**src/rtl/tdc_meas_if.sv**
```systemverilog
// Command, configuration and result port of the TDC measurement sequencer.
// The master side requests runs and consumes results; the slave side is the sequencer.
interface tdc_meas_if #(
  parameter int CW = 6,
  parameter int SW = 13
);
  logic          cmd_start;
  logic [2:0]    cfg_nsamp_log2;
  logic [3:0]    cfg_settle;
  logic          busy;
  logic          res_valid;
  logic          res_ready;
  logic [SW-1:0] res_sum;
  logic [CW-1:0] res_mean;
  logic [CW-1:0] res_min;
  logic [CW-1:0] res_max;
  logic          err_bubble;

  modport master (
    output cmd_start, cfg_nsamp_log2, cfg_settle, res_ready,
    input  busy, res_valid, res_sum, res_mean, res_min, res_max, err_bubble
  );

  modport slave (
    input  cmd_start, cfg_nsamp_log2, cfg_settle, res_ready,
    output busy, res_valid, res_sum, res_mean, res_min, res_max, err_bubble
  );
endinterface

```
**src/rtl/tdc_meas_ctrl.sv**
```systemverilog
// Tapped-delay-line TDC measurement sequencer: launch/settle/sample/recover, 2^k-sample statistics.
// Optional macro TDC_BUBBLE_FIX_EN: tap count becomes popcount instead of leading ones.
//
// state   | meaning
// IDLE    | waiting for cmd_start, line discharged
// LAUNCH  | start edge driven into the delay line (1 cycle)
// SETTLE  | line propagating, S cycles
// SAMPLE  | thermometer code captured at the end of this cycle
// RECOVER | start low, line discharging, S cycles; tap count accumulated in first cycle
// DONE    | result valid, waiting for res_ready
module tdc_meas_ctrl #(
  parameter int N_DELAY = 32,
  parameter int CW      = 6,
  parameter int SW      = 13
) (
  input  logic               clk,
  input  logic               rst_n,
  tdc_meas_if.slave          bus,
  output logic               tdc_start,
  input  logic [N_DELAY-1:0] tdc_code
);

  typedef enum logic [2:0] {
    IDLE    = 3'd0,
    LAUNCH  = 3'd1,
    SETTLE  = 3'd2,
    SAMPLE  = 3'd3,
    RECOVER = 3'd4,
    DONE    = 3'd5
  } state_t;

  state_t state_q, state_d;

  logic [2:0]         k_q;
  logic [3:0]         settle_q;
  logic [3:0]         tmr_q;
  logic [6:0]         smp_q;
  logic               rec_first_q;
  logic [N_DELAY-1:0] code_q;
  logic [SW-1:0]      sum_q;
  logic [CW-1:0]      min_q;
  logic [CW-1:0]      max_q;
  logic               bub_q;

  logic [SW-1:0]      res_sum_q;
  logic [CW-1:0]      res_mean_q;
  logic [CW-1:0]      res_min_q;
  logic [CW-1:0]      res_max_q;
  logic               res_bub_q;

  logic               accept;
  logic               tmr_tc;
  logic               last_smp;
  logic               acc_en;
  logic               done_entry;
  logic [CW-1:0]      tap_cnt;
  logic               code_bubble;
  logic [SW-1:0]      sum_upd;
  logic [CW-1:0]      min_upd;
  logic [CW-1:0]      max_upd;
  logic               bub_upd;
  logic               start_lvl;
  logic               busy_lvl;
  logic               valid_lvl;

  assign accept     = (state_q == IDLE) && bus.cmd_start;
  assign tmr_tc     = (tmr_q == 4'd0);
  assign last_smp   = (smp_q == 7'd0);
  assign acc_en     = (state_q == RECOVER) && rec_first_q;
  assign done_entry = (state_q == RECOVER) && tmr_tc && last_smp;

  always_ff @(posedge clk or negedge rst_n) begin
    if (!rst_n) state_q <= IDLE;
    else        state_q <= state_d;
  end

  always_comb begin
    state_d   = state_q;
    start_lvl = 1'b0;
    busy_lvl  = 1'b1;
    valid_lvl = 1'b0;
    unique case (state_q)
      IDLE: begin
        busy_lvl = 1'b0;
        if (bus.cmd_start) state_d = LAUNCH;
      end
      LAUNCH: begin
        start_lvl = 1'b1;
        state_d   = SETTLE;
      end
      SETTLE: begin
        start_lvl = 1'b1;
        if (tmr_tc) state_d = SAMPLE;
      end
      SAMPLE: begin
        start_lvl = 1'b1;
        state_d   = RECOVER;
      end
      RECOVER: begin
        if (tmr_tc) state_d = last_smp ? DONE : LAUNCH;
      end
      DONE: begin
        valid_lvl = 1'b1;
        if (bus.res_ready) state_d = IDLE;
      end
      default: begin
        busy_lvl = 1'b0;
        state_d  = IDLE;
      end
    endcase
  end

  // Decoded straight from the async-reset state register, so reset drops the start level at once.
  assign tdc_start     = start_lvl;
  assign bus.busy      = busy_lvl;
  assign bus.res_valid = valid_lvl;

`ifdef TDC_BUBBLE_FIX_EN
  always_comb begin
    tap_cnt = '0;
    for (int i = 0; i < N_DELAY; i++) begin
      tap_cnt = tap_cnt + CW'(code_q[i]);
    end
  end
`else
  always_comb begin
    logic found;
    found   = 1'b0;
    tap_cnt = CW'(N_DELAY);
    for (int i = 0; i < N_DELAY; i++) begin
      if (!found && !code_q[i]) begin
        tap_cnt = CW'(i);
        found   = 1'b1;
      end
    end
  end
`endif

  // A clean code 0..01..1 plus one has no bits in common with itself.
  assign code_bubble = |(code_q & (code_q + N_DELAY'(1)));

  always_comb begin
    sum_upd = sum_q;
    min_upd = min_q;
    max_upd = max_q;
    bub_upd = bub_q;
    if (acc_en) begin
      sum_upd = sum_q + SW'(tap_cnt);
      if (tap_cnt < min_q) min_upd = tap_cnt;
      if (tap_cnt > max_q) max_upd = tap_cnt;
      bub_upd = bub_q | code_bubble;
    end
  end

  always_ff @(posedge clk or negedge rst_n) begin
    if (!rst_n) begin
      k_q         <= '0;
      settle_q    <= 4'd1;
      tmr_q       <= '0;
      smp_q       <= '0;
      rec_first_q <= 1'b0;
      code_q      <= '0;
      sum_q       <= '0;
      min_q       <= '0;
      max_q       <= '0;
      bub_q       <= 1'b0;
    end else begin
      rec_first_q <= (state_q == SAMPLE);
      if (state_q == SAMPLE) code_q <= tdc_code;

      if (state_q == LAUNCH || state_q == SAMPLE) tmr_q <= settle_q - 4'd1;
      else if (!tmr_tc)                             tmr_q <= tmr_q - 4'd1;

      if (accept) begin
        k_q      <= bus.cfg_nsamp_log2;
        settle_q <= (bus.cfg_settle == 4'd0) ? 4'd1 : bus.cfg_settle;
        smp_q    <= 7'((8'd1 << bus.cfg_nsamp_log2) - 8'd1);
        sum_q    <= '0;
        min_q    <= CW'(N_DELAY);
        max_q    <= '0;
        bub_q    <= 1'b0;
      end else begin
        sum_q <= sum_upd;
        min_q <= min_upd;
        max_q <= max_upd;
        bub_q <= bub_upd;
        if (state_q == RECOVER && tmr_tc && !last_smp) smp_q <= smp_q - 7'd1;
      end
    end
  end

  // With S=1 the final accumulate and DONE entry share an edge, hence the *_upd sources.
  always_ff @(posedge clk or negedge rst_n) begin
    if (!rst_n) begin
      res_sum_q  <= '0;
      res_mean_q <= '0;
      res_min_q  <= '0;
      res_max_q  <= '0;
      res_bub_q  <= 1'b0;
    end else if (done_entry) begin
      res_sum_q  <= sum_upd;
      res_mean_q <= CW'(sum_upd >> k_q);
      res_min_q  <= min_upd;
      res_max_q  <= max_upd;
      res_bub_q  <= bub_upd;
    end
  end

  assign bus.res_sum    = res_sum_q;
  assign bus.res_mean   = res_mean_q;
  assign bus.res_min    = res_min_q;
  assign bus.res_max    = res_max_q;
  assign bus.err_bubble = res_bub_q;

endmodule

```
**src/flat_wrapper.sv**
```systemverilog
// flat-port wrapper written by rule: the top's interface ports become plain ports
module tdc_meas_ctrl_flat 
#(
  parameter int N_DELAY = 32,
  parameter int CW      = 6,
  parameter int SW      = 13
)
  (clk, rst_n, tdc_start, tdc_code, bus_cmd_start, bus_cfg_nsamp_log2, bus_cfg_settle, bus_res_ready, bus_busy, bus_res_valid, bus_res_sum, bus_res_mean, bus_res_min, bus_res_max, bus_err_bubble);
  tdc_meas_if #(.CW(CW), .SW(SW)) bus_i ();
  input  logic clk;
  input  logic rst_n;
  output logic tdc_start;
  input  logic [N_DELAY-1:0] tdc_code;
  input wire logic [$bits(bus_i.cmd_start)-1:0] bus_cmd_start;
  input wire logic [$bits(bus_i.cfg_nsamp_log2)-1:0] bus_cfg_nsamp_log2;
  input wire logic [$bits(bus_i.cfg_settle)-1:0] bus_cfg_settle;
  input wire logic [$bits(bus_i.res_ready)-1:0] bus_res_ready;
  output wire logic [$bits(bus_i.busy)-1:0] bus_busy;
  output wire logic [$bits(bus_i.res_valid)-1:0] bus_res_valid;
  output wire logic [$bits(bus_i.res_sum)-1:0] bus_res_sum;
  output wire logic [$bits(bus_i.res_mean)-1:0] bus_res_mean;
  output wire logic [$bits(bus_i.res_min)-1:0] bus_res_min;
  output wire logic [$bits(bus_i.res_max)-1:0] bus_res_max;
  output wire logic [$bits(bus_i.err_bubble)-1:0] bus_err_bubble;
  assign bus_i.cmd_start = bus_cmd_start;
  assign bus_i.cfg_nsamp_log2 = bus_cfg_nsamp_log2;
  assign bus_i.cfg_settle = bus_cfg_settle;
  assign bus_i.res_ready = bus_res_ready;
  assign bus_busy = bus_i.busy;
  assign bus_res_valid = bus_i.res_valid;
  assign bus_res_sum = bus_i.res_sum;
  assign bus_res_mean = bus_i.res_mean;
  assign bus_res_min = bus_i.res_min;
  assign bus_res_max = bus_i.res_max;
  assign bus_err_bubble = bus_i.err_bubble;
  tdc_meas_ctrl #(.N_DELAY(N_DELAY), .CW(CW), .SW(SW)) u_core (.clk(clk), .rst_n(rst_n), .bus(bus_i), .tdc_start(tdc_start), .tdc_code(tdc_code));
endmodule
```
**config.mk**
```make
export PLATFORM = sky130hd
export DESIGN_NAME = tdc_meas_ctrl_flat
export DESIGN_NICKNAME = d
export VERILOG_FILES = /design/src/rtl/tdc_meas_if.sv /design/src/rtl/tdc_meas_ctrl.sv /design/src/flat_wrapper.sv
export SDC_FILE = /design/constraint.sdc
export NUM_CORES = 1
export LEC_CHECK = 0
export CORE_ASPECT_RATIO = 1.4
export CORE_MARGIN = 10
export CORE_UTILIZATION = 40
export DETAILED_ROUTE_END_ITERATION = 6
export PLACE_DENSITY_LB_ADDON = 0.15
export SYNTH_ARGS = -nofsm -noshare
export SYNTH_HDL_FRONTEND = slang
export SYNTH_SLANG_ARGS = --single-unit
```
**constraint.sdc**
```tcl
create_clock -name clk -period 5.3 [get_ports clk]
set_input_delay 0.53 -clock clk [delete_from_list [all_inputs] [get_ports clk]]
set_output_delay 0.53 -clock clk [all_outputs]
set_load 0.03 [all_outputs]
```
# == Yosys cells after proc, flatten, opt, wreduce, memory -nomap -nowiden ==
# Cells that the tools add are included.
# word_totals
register_bits,112
inputBits,43
elab_cells,233
# op_classes
add_sub_neg,6
magnitude_cmp,2
n_eq_ne,10
n_shift,2
n_mux,87
bitwise,2
n_reduce_logical,108
# op_table
op,n
6-bit two-way mux,38
1-bit logical NOT,62
1-bit logical AND,36
1-bit two-way mux,36
32-bit by 1-bit adder with 32-bit output (second input constant),1
32-bit bitwise AND,1
32-bit OR reduction,1
13-bit two-way mux,2
3-bit case mux with 6 select lines,1
3-bit two-way mux,5
7-bit two-way mux,2
7-bit by 1-bit subtractor with 7-bit output (second input constant),2
13-bit by 6-bit adder with 13-bit output,1
13-bit by 3-bit right shift with 6-bit output,1
4-bit two-way mux,3
4-bit logical NOT,2
4-bit by 1-bit subtractor with 4-bit output (second input constant),2
7-bit logical NOT,1
1-bit by 3-bit << shifter with 7-bit output (first input constant),1
3-bit by 2-bit equality test with 1-bit output (second input constant),2
3-bit equality test (second input constant),2
6-bit greater-than comparator,1
6-bit < comparator,1
2-bit inequality test (second input constant),3
other kinds (9),10

# == Longest topological paths before layout ==
# logic_depth
ltp_word,97
depth_mapped,16

# == Least setup slack after synthesis ==
# No wires, ideal clock.
# synth_path
path_type,register -> register
startpoint,register u_core.code_q[13]
endpoint,register u_core.res_mean_q[3] (netlist: u_core.bus.res_mean[3])
arrival_time_ns,3.894
required_ns,5.226
setup_slack_ns,1.332
stages_incl_launch_ff,15
synth_period_minus_slack_ns,3.968
cell_sequence,dfrtp_1 nand4_1 or4_1 nor2_1 nand4_1 o21ai_0 ha_1 a21o_1 a21o_1 a21boi_0 nor2_2 xnor2_1 mux4_2 mux2_2 o21ai_2
# synth_between
elab_chain_len,60
# synth_lines
item,line,source
"start, declared",tdc_meas_ctrl.sv:39,logic [N_DELAY-1:0] code_q;
"start signal, assigned",tdc_meas_ctrl.sv:169,if (state_q == SAMPLE) code_q <= tdc_code;
1-bit logical NOT (*),tdc_meas_ctrl.sv:131,if (!found && !code_q[i]) begin
1-bit logical AND (*),tdc_meas_ctrl.sv:131,
1-bit two-way mux,tdc_meas_ctrl.sv:131,
1-bit logical NOT,tdc_meas_ctrl.sv:131,
1-bit logical AND,tdc_meas_ctrl.sv:131,
1-bit two-way mux,tdc_meas_ctrl.sv:131,
1-bit logical NOT,tdc_meas_ctrl.sv:131,
1-bit logical AND,tdc_meas_ctrl.sv:131,
[... 44 more ...],n/a,
1-bit logical AND,tdc_meas_ctrl.sv:131,
1-bit two-way mux,tdc_meas_ctrl.sv:131,
1-bit logical NOT,tdc_meas_ctrl.sv:131,
1-bit logical AND,tdc_meas_ctrl.sv:131,
6-bit two-way mux (*),tdc_meas_ctrl.sv:131,
13-bit by 6-bit adder with 13-bit output (*),tdc_meas_ctrl.sv:148,sum_upd = sum_q + SW'(tap_cnt);
13-bit two-way mux (*),tdc_meas_ctrl.sv:147,if (acc_en) begin
13-bit by 3-bit right shift with 6-bit output (*),tdc_meas_ctrl.sv:202,res_mean_q <= CW'(sum_upd >> k_q);
"end signal, assigned",tdc_meas_ctrl.sv:202,
"end, declared",tdc_meas_ctrl.sv:46,logic [CW-1:0] res_mean_q;
# Every way passes the cells marked *; elsewhere a longest branch is shown, timed or not.
# A chain may end at the register's enable or synchronous reset.

# == Final worst setup path ==
# Same ends and word-level chain as after synthesis.

==> results_tabular.tex <==
\begin{tabular}{lr}
\hline
Metric & Value \\
\hline
\multicolumn{2}{l}{\textbf{Die}} \\
Die extent in y & 167 um \\
Die boundary width & between 100 and 150 um \\
Starting Density & 0.407 \\
Count of boundary I/O pins & between 70 and 80 \\
Placeable Area & between 15000 and 20000 um\^{}2 \\
Num rows & 53 \\
Die area & about 21000 um\^{}2 \\
\multicolumn{2}{l}{\textbf{Synth}} \\
Top cell type by total area after synthesis & sky130\_fd\_sc\_hd\_\_dfrtp\_1 \\
Adder and majority cell fraction of the synthesized area & 0.0420 \\
Mux share of post-synthesis cell area & 0.110 \\
Synth Area in Compound Gates & 0.142 \\
Register bit count reported by yosys & about 110 \\
Post-Synthesis Net Count & a little over 700 \\
List of most frequent post-synthesis cells & sky130\_fd\_sc\_hd\_\_dfrtp\_1 (111), sky130\_fd\_sc\_hd\_\_nand2\_1 (87), sky130\_fd\_sc\_hd\_\_nor2\_1 (69) \\
Post-synth design cell area & 6130 um\^{}2 \\
Post-synthesis share of cell area spent on and, or, nand and nor gates & 0.194 \\
Combinational family with the most area after synthesis & simple AND/OR/NAND/NOR gates \\
Top flip-flop cell by instance count after synthesis & sky130\_fd\_sc\_hd\_\_dfrtp\_1 \\
Proportion of synthesized flip-flops having asynchronous set or reset & 1.00 \\
Library cells used by synthesis & 67 \\
Number of warnings reported in the yosys synthesis log & 0 \\
Synthesized area per cell & 9.44 um\^{}2 \\
Most frequent cell after synthesis & sky130\_fd\_sc\_hd\_\_dfrtp\_1 \\
Post-synth top area share & 0.453 \\
Number of instances in the synthesized netlist & 650 \\
EDFF count, synth & 0 \\
Parity-gate share of the synthesized area counting xor and xnor cells & 0.0186 \\
Sequential area share after synthesis & 0.457 \\
Top cells by area, synth & sky130\_fd\_sc\_hd\_\_dfrtp\_1 (45\%), sky130\_fd\_sc\_hd\_\_nand2\_1 (5.3\%), sky130\_fd\_sc\_hd\_\_mux2\_2 (5.0\%) \\
\multicolumn{2}{l}{\textbf{STA}} \\
Final hold slack & 0.278 ns \\
Crit path time final & around 4.6 ns \\
RSZ-0062 raised after global routing & no \\
Worst setup margin & between 0.6 and 0.7 ns \\
Slew at the pin closest to its max-slew limit & around 0.91 ns \\
F\_max & 217 MHz \\
Number of pins exceeding their max-slew limit in the final report & 0 \\
Headroom to the max-slew limit & 0.389 \\
\# setup viols final & 0 \\
Final Skew & slightly below 0.009 ns \\
Setup TNS & 0 ns \\
Share of the clock period used by the worst path & 0.871 \\
Hold violation total from the final report & 0 \\
\multicolumn{2}{l}{\textbf{Drt}} \\
Count of routing violations after the opening detailed-route iteration & 330 \\
Routed via count divided by cell count & about 5.5 \\
Number of optimization iterations in the first detailed-route pass & 5 \\
Total wire length after detailed routing & roughly 15000 um \\
Overall via count from detail\_route & about 5000 \\
Average wire length per cell after detail routing & approximately 17 um \\
Count of antenna-violating nets left after detailed routing & 0 \\
Remaining DRCs & 0 \\
\multicolumn{2}{l}{\textbf{Worst setup path}} \\
Worst reg2reg path startpoint & u\_core.code\_q[13] \\
Element type at the critical path end & flop \\
Nature of the critical path startpoint & flop \\
Category of the critical setup timing path & reg -> reg \\
CP cell instances & nand4\_1 > or4\_1 > nor2\_1 > nand4\_1 > o21ai\_0 > ha\_1 > a21o\_1 > a21o\_1 > a21boi\_0 > nor2\_2 > xnor2\_1 > mux4\_2 > mux2\_2 > o21ai\_2 \\
Arrival @ worst endpoint & about 4.9 ns \\
Crit Path Max Fanout & 7 \\
Slowest CP cell & sky130\_fd\_sc\_hd\_\_or4\_1 \\
FF-to-FF setup slack & between 0.6 and 0.7 ns \\
Critical path data required time & around 5.6 ns \\
Critical path's largest stage delay & $\sim$0.57 ns \\
Number of cells on the worst reg-to-reg path & 14 \\
Crit Reg-Reg Endpoint & u\_core.bus.res\_mean[3] \\
\multicolumn{2}{l}{\textbf{Placement}} \\
Port buffer count & between 70 and 80 \\
HPWL after detailed placement & between 10000 and 15000 um \\
Final Wtd Congestion & approximately 0.86 \\
Worst setup slack after placement & 0.756 ns \\
\multicolumn{2}{l}{\textbf{CTS}} \\
Number of buffers between clock root and the deepest sink & 2 \\
Resize count post-CTS & 0 \\
Latest clock arrival within the worst-skew pair & between 0.3 and 0.4 ns \\
CTS tree & done \\
Clock tree sinks & 112 \\
TritonCTS buffer count & 9 \\
Post-CTS setup buffer count & 0 \\
CTS Hold Buffers Added & 0 \\
Reg clk slew, reported paths & roughly 0.07 ns \\
Clk root buf & sky130\_fd\_sc\_hd\_\_clkbuf\_16 \\
H-tree lvl count & 3 \\
\multicolumn{2}{l}{\textbf{Final layout}} \\
Antenna cell count & 0 \\
Storage cell area & roughly 2800 um\^{}2 \\
Area occupied by multi-input gates & about 3100 um\^{}2 \\
Syn-to-layout area delta & 20.5\% \\
Final \#Nets & around 780 \\
Share of layout cells above drive strength 1 & 0.0981 \\
Layout fillers & 1400 \\
\multicolumn{2}{l}{\textbf{Status}} \\
Result of the run & complete, no violations \\
\multicolumn{2}{l}{\textbf{Global routing}} \\
Via count of the first global-routing pass & $\sim$5200 \\
Initial antenna violation count & 0 \\
First-pass GRT wire length & 26000 um \\
Maximum number of pins on one net before global-route repair & 65 \\
Overflow after GRT & 0 \\
Global-route usage over all layers & 0.149 \\
\multicolumn{2}{l}{\textbf{Pwr}} \\
Leakage & roughly 3.1 nW \\
Pwr/cell area & roughly 440 nW/um\^{}2 \\
Maximum resistive drop on vdd & approximately 0.23 mV \\
\multicolumn{2}{l}{\textbf{Hold path}} \\
Worst hold path type & in -> async \\
\multicolumn{2}{l}{\textbf{Job}} \\
MaxCap Viol Count & 0 \\
\hline
\end{tabular}
==> layout make-up <==
class	count	area share
Sequential cell	112	0.379
Inverter	31	0.0157
Tap cell	192	0.0325
Clock inverter	4	0.00711
Clock buffer	12	0.0347
Timing Repair Buffer	83	0.110
Multi-Input combinational cell	482	0.421
==> report_power, final <==
group / switching [mW] / internal [mW] / leakage, nW / total, mW
logic: 0.629 / 0.529 / 1.55 / 1.16
clock network: 0.311 / 0.394 / 0.153 / 0.704
registers: 0.324 / 1.08 / 1.44 / 1.40
==> metrics by stage <==
stage / instances / total power, mW / util / instance area (um^2)
CTS: 916 / 3.29 / 0.491 / 7390
detailed placement: 900 / 2.57 / 0.470 / 7080
floorplan: 650 / 2.21 / - / 6130
global route: 916 / 3.54 / 0.491 / 7390
global placement: 900 / 2.53 / 0.470 / 7080
finish: 916 / 3.27 / 0.491 / 7390
==> routing by layer <==
| layer | part of all wire | vias to the layer above | GRT usage |
|---|---|---|---|
| met3 | 0.042 | 33 | 0.0343 |
| met1 | 0.44 | 2381 | 0.179 |
| met5 | 0 | - | 0 |
| met2 | 0.49 | 136 | 0.248 |
| met4 | 0.033 | 0 | 0.0655 |
| li1 | - | 2461 | - |
==> cell families after synthesis <==
| kind of cell | Yosys count |
|---|---|
| AOI/OAI and AO/OA | 145 |
| xor gates and xnor gates | 13 |
| adders and majority gates | 20 |
| buffers and inverters | 56 |
| DFF | 112 |
| muxes | 55 |
| and+or+nand+nor | 249 |
==> cells in the final DEF (no fill, tap or decap), drive strengths merged, types with 6 or more instances in the layout <==
master,n
nor3,9
o21ai,69
nand2,87
nand3,23
nor2,70
a211oi,6
inv,30
clkbuf,12
a31oi,9
xor2,8
clkdlybuf4s50,76
buf,7
nand4,17
ha,19
nor4,6
dfrtp,111
mux2i,21
a21oi,29
mux4,7
mux2,27
==> worst max-delay path: cells and delay by family (launching register included) <==
family,cells,cell delay (ns)
AND/OR/NAND/NOR,5,1.28
AO/OA/AOI/OAI,5,1.43
XOR/XNOR,1,0.21
multiplexers,2,0.79
flip-flops,1,0.44
adder cells (fa/ha/maj),1,0.39
==> state kept, by name (all words and copies together) (netlist names), 6 cells and up <==
register             count
u_core.sum_q            13
u_core.min_q             6
u_core.bus.res_mean      6
u_core.bus.res_min       6
u_core.max_q             6
u_core.code_q           32
u_core.bus.res_sum      13
u_core.bus.res_max       6
u_core.smp_q             7
==> worst max-delay path by stage <==
stage                      startpoint                     end  slack, ns  depth (start not counted)
floorplan           u_core.code_q[13]  u_core.bus.res_mean[3]       1.33                         14
global placement    u_core.code_q[13]  u_core.bus.res_mean[3]       0.91                         14
detailed placement  u_core.code_q[13]  u_core.bus.res_mean[3]       0.76                         14
CTS                 u_core.code_q[13]  u_core.bus.res_mean[3]       0.72                         14
global route        u_core.code_q[13]  u_core.bus.res_mean[4]       0.30                         14
finish              u_core.code_q[13]  u_core.bus.res_mean[3]       0.68                         14
Power figures use the tool's default switching activity.
